### src/rtl/proc_multicycle_param.sv
`default_nettype none
// ---------------------------------------------------------------------------
// proc_multicycle_param : parametrised multi-cycle CPU, single shared bus.
// Optional macro PROC_SHIFT_EN enables sll/srl. Rev 1.0
// ---------------------------------------------------------------------------
module proc_multicycle_param #(
    parameter int DATA_W = 16,
    parameter int NREG   = 8
) (
    input  logic              Clock,
    input  logic              Reset,
    input  logic [DATA_W-1:0] DIN,
    input  logic              Run,
    output logic              Done,
    output logic              Err,
    output logic [DATA_W-1:0] BusWires
);
    localparam int RSEL_W = $clog2(NREG);
    localparam int IR_W   = 4 + 2 * RSEL_W;
    localparam logic [DATA_W-1:0] C_DW  = DATA_W'(DATA_W);
    localparam logic [DATA_W-1:0] C_ONE = DATA_W'(1);

    typedef enum logic [1:0] {
        T0 = 2'd0,
        T1 = 2'd1,
        T2 = 2'd2,
        T3 = 2'd3
    } step_t;

    step_t              step_q, step_d;
    logic [IR_W-1:0]    ir_q;
    logic [DATA_W-1:0]  regs_q [NREG];
    logic [DATA_W-1:0]  a_q, g_q;
    logic [DATA_W-1:0]  alu_d;
    logic [DATA_W-1:0]  bus_d;
    logic [3:0]         opcode;
    logic [RSEL_W-1:0]  rx, ry;
    logic               alu_op, rx_we, a_we, g_we, done_d, err_d;

    assign opcode = ir_q[3:0];
    assign rx     = ir_q[3+RSEL_W:4];
    assign ry     = ir_q[3+2*RSEL_W:4+RSEL_W];

    always_comb begin
        alu_op = (opcode >= 4'd2) && (opcode <= 4'd5);
`ifdef PROC_SHIFT_EN
        if ((opcode == 4'd6) || (opcode == 4'd7)) alu_op = 1'b1;
`endif
    end

    // ALU operand B is always the bus (Ry in T2)
    always_comb begin
        alu_d = '0;
        case (opcode)
            4'd2: alu_d = a_q + bus_d;
            4'd3: alu_d = a_q - bus_d;
            4'd4: alu_d = a_q & bus_d;
            4'd5: alu_d = (a_q < bus_d) ? C_ONE : '0;
`ifdef PROC_SHIFT_EN
            4'd6: alu_d = (bus_d >= C_DW) ? '0 : (a_q << bus_d);
            4'd7: alu_d = (bus_d >= C_DW) ? '0 : (a_q >> bus_d);
`endif
            default: alu_d = '0;
        endcase
    end

    always_comb begin
        step_d = step_q;
        bus_d  = '0;
        rx_we  = 1'b0;
        a_we   = 1'b0;
        g_we   = 1'b0;
        done_d = 1'b0;
        err_d  = 1'b0;
        case (step_q)
            T0: if (Run) step_d = T1;
            T1: begin
                if (opcode == 4'd0) begin
                    bus_d  = regs_q[ry];
                    rx_we  = 1'b1;
                    done_d = 1'b1;
                end else if (opcode == 4'd1) begin
                    bus_d  = DIN;
                    rx_we  = 1'b1;
                    done_d = 1'b1;
                end else if (alu_op) begin
                    bus_d  = regs_q[rx];
                    a_we   = 1'b1;
                    step_d = T2;
                end else if (opcode == 4'd8) begin
                    bus_d  = regs_q[ry];
                    rx_we  = (g_q != '0);
                    done_d = 1'b1;
                end else begin
                    done_d = 1'b1;
                    err_d  = 1'b1;
                end
            end
            T2: begin
                bus_d  = regs_q[ry];
                g_we   = 1'b1;
                step_d = T3;
            end
            T3: begin
                bus_d  = g_q;
                rx_we  = 1'b1;
                done_d = 1'b1;
            end
            default: step_d = T0;
        endcase
        if (done_d) step_d = T0;
    end

    always_ff @(posedge Clock or posedge Reset) begin
        if (Reset) begin
            step_q <= T0;
            ir_q   <= '0;
            a_q    <= '0;
            g_q    <= '0;
            for (int i = 0; i < NREG; i++) regs_q[i] <= '0;
        end else begin
            step_q <= step_d;
            if ((step_q == T0) && Run) ir_q <= DIN[IR_W-1:0];
            if (a_we)  a_q <= bus_d;
            if (g_we)  g_q <= alu_d;
            if (rx_we) regs_q[rx] <= bus_d;
        end
    end

    assign Done     = done_d;
    assign Err      = err_d;
    assign BusWires = bus_d;

endmodule
`default_nettype wire

### config.mk
export PLATFORM = sky130hd
export DESIGN_NAME = proc_multicycle_param
export DESIGN_NICKNAME = d
export VERILOG_FILES = /design/src/rtl/proc_multicycle_param.sv
export SDC_FILE = /design/constraint.sdc
export NUM_CORES = 1
export LEC_CHECK = 0
export BUFFER_PORTS_ARGS = -buffer_cell sky130_fd_sc_hd__buf_2
export CAP_MARGIN = 20
export CORE_ASPECT_RATIO = 0.9
export CORE_MARGIN = 2
export CORE_UTILIZATION = 49
export DETAILED_ROUTE_END_ITERATION = 8
export PLACE_DENSITY = 0.73
export SLEW_MARGIN = 20
export SYNTH_ARGS = -nofsm -noshare
export SYNTH_HDL_FRONTEND = slang
export SYNTH_SLANG_ARGS = --single-unit
### constraint.sdc
create_clock -name Clock -period 5.75 [get_ports Clock]
set_input_delay 0.575 -clock Clock [delete_from_list [all_inputs] [get_ports Clock]]
set_output_delay 0.575 -clock Clock [all_outputs]
set_load 0.02 [all_outputs]
==> flow_metrics.tcl <==
set metrics [dict create \
    syn2layout_area_growth_pct 6.90 \
    final_layout_size_suffix_gt1_share_pct 19.1 \
    path_buf_inv 3 \
    max_stage_delay_ns 0.97 \
    critPathRequiredTime_ns 6.11 \
    fp.dieH_um 147 \
    hpwl_mm 23.4 \
    clock-sinks 172 \
    ys_types 77 \
    h-tree-depth 4 \
    vias 9247 \
    portBuffers 36 \
    cts_made_buffers 17 \
    fin_crit_sh_pct 84.7 \
    synth_seq_cells 172 \
    synth_edf_count 0 \
    netlist_instances 1121 \
    cp.arrival_ns 5.23 \
    gp_congestion 1.02 \
    cts-root-buf "clkbuf_16" \
    fin_setup_tns_ns 0 \
    tightest_slew_ns 1.14 \
    worstSetupPathType "reg -> reg" \
    avgViaCountPerCell 6.51 \
    hold_path.class "in -> async" \
    drt_first_pass_iters 6 \
    finalSetupViolCount 0 \
    worstPathCellList "buf_4 > mux4_2 > mux2i_1 > o21ai_0 > o21ai_2 > inv_1 > ha_1 > inv_1 > fa_1 > o21bai_1 > a221o_1 > a221o_1 > a211o_1 > xnor2_1 > nand2_1 > a32oi_1" \
    insertion_delay_ns 0.44 \
    initial_core_util_pct 49.6 \
    cts_buffer_depth 2 \
    cts_resized 0 \
    maxSlewHeadroom_pct 23.7 \
    clk_pin_slew_ns 0.07 \
    hold_violations 0 \
    synth_warnings 0 \
    dieArea_mm2 0.0238 \
    drt_iter0_markers 1279 \
    layout_common_cells "170 x dfrtp_1, 164 x nand2_1, 100 x o21ai_0, 61 x a21oi_1, 54 x mux2_2" \
    grt_usage_pct 28.5 \
    cts_tree "yes" \
    core_mm2 0.0223 \
    drv_slew 0 \
    cap_violations 0 \
    syn_area_mm2 0.0111 \
    fin_crit_ns 4.87 \
    cp_slowest_cell "dfrtp_1" \
    cts_hold_buf 0 \
    worst_clock_skew_ns 0.0153 \
    synth_area_per_cell_um2 9.88 \
    die_x_um 162 \
    grt_setup_unrepaired "false" \
    rows 52 \
    drtAntennaViolNets 0 \
    drt-wirelength-per-cell_um 23.5 \
    grt_start_max_net_pins 91 \
    status "finished clean" \
    grt_pass1_vias 8708 \
    grt_overflow 0 \
    antenna_found_initial 1 \
    fmax_ghz 0.205 \
    fin_nets 1170 \
    async_flop_share_pct 100 \
    final_common_cell "dfrtp_1" \
    synth_nets 1180 \
    antenna_cells 0 \
    seq_area_frac_synth_pct 38.9 \
    crit_path_max_fanout 18 \
    finalWirelength_mm 33.3 \
    path_delay_family "compound AO/OA/AOI/OAI gates" \
    ys.flop_type "dfrtp_1" \
    grt_pass1_wl_mm 51.9 \
    num_io_pins 37 \
    worstSetupEndpointType "flop" \
    post_cts_buffers 0 \
    drc_errors 0 \
    worstSetupStartpointType "flop" \
]
==> metrics by stage <==
step	std cells	utilization (%)	hold slack (ns)	setup slack, ns	area, um^2
after global placement	1389	50.6	0.481	1.05	11300
after detailed placement	1389	50.6	0.492	0.976	11300
after floorplan	1121	-	0.455	0.515	11100
after global routing	1420	53.1	0.383	0.560	11800
final	1420	53.1	0.298	0.880	11800
after CTS	1420	53.1	0.345	0.931	11800
==> cells in the mapped netlist (all sizes together), types with 5 or more instances <==
cell | number | area [um^2]
dfrtp | 172 | 4300
nand2 | 168 | 641
o21ai | 141 | 709
a21oi | 61 | 305
mux2 | 61 | 702
buf | 60 | 419
nor2 | 43 | 164
mux4 | 42 | 972
inv | 41 | 154
ha | 38 | 475
mux2i | 37 | 370
clkbuf | 29 | 109
a221oi | 17 | 180
nand3 | 15 | 75.1
nor3 | 15 | 86.3
o22ai | 15 | 93.8
xnor2 | 11 | 96.3
and3 | 10 | 62.6
nor2b | 10 | 62.6
o221ai | 9 | 78.8
nand2b | 8 | 50.1
nor4 | 8 | 50.1
a22oi | 7 | 52.6
a21o | 6 | 45.0
a31oi | 6 | 37.5
and2 | 6 | 40.0
or2 | 6 | 37.5
a2111oi | 5 | 43.8
a221o | 5 | 50.1
a2bb2oi | 5 | 43.8
o21bai | 5 | 37.5
==> cell type report <==
cell class              count  area [um^2]
fillers                  1921        10500
clock buffers              22          464
flip-flops and latches    172         4310
repair buffers             60          360
well taps                 297          372
multi-input cells         818         6090
clock inverters             9         88.8
inverters                  42          163
==> state kept, by name, indices dropped and copies added (netlist names) <==
| register | cells |
|---|---|
| a_q | 16 |
| ir_q | 10 |
| g_q | 16 |
| regs_q | 128 |
| step_q | 2 |
==> metal layers <==
| metal | GRT usage [%] | vias up | wire [um] |
|---|---|---|---|
| li1 | - | 4066 | - |
| met1 | 41.5 | 4499 | 14100 |
| met2 | 40.2 | 595 | 14000 |
| met3 | 9.18 | 85 | 4100 |
| met4 | 9.20 | 2 | 1070 |
| met5 | 1.24 | - | 35 |
==> cells by family after synthesis <==
group | count (synthesis) | share of synthesized area [%]
fa+ha+maj | 40 | 4.65
xor+xnor | 15 | 1.19
simple gates | 302 | 12.3
flops | 172 | 38.9
compound gates | 321 | 18.3
buf+inv | 131 | 6.19
mux | 140 | 18.5
==> worst paths after layout <==
check / from / end / slack (ns) / depth (start not counted)
max in group asynchronous: Reset / g_q[8] / 4.10 / 3
worst min-delay path: Reset / regs_q[109] / 0.30 / 2
min in group Clock: DIN[3] / ir_q[3] / 0.41 / 2
worst min register to register: regs_q[20] / regs_q[20] / 0.51 / 2
worst max-delay path: ir_q[7] / g_q[14] / 0.88 / 16
worst max register to register: ir_q[7] / g_q[14] / 0.88 / 16
Power is left out: the tool's default activity adds up to more than one toggle a clock period on the data nets, which glitch-free logic cannot reach.
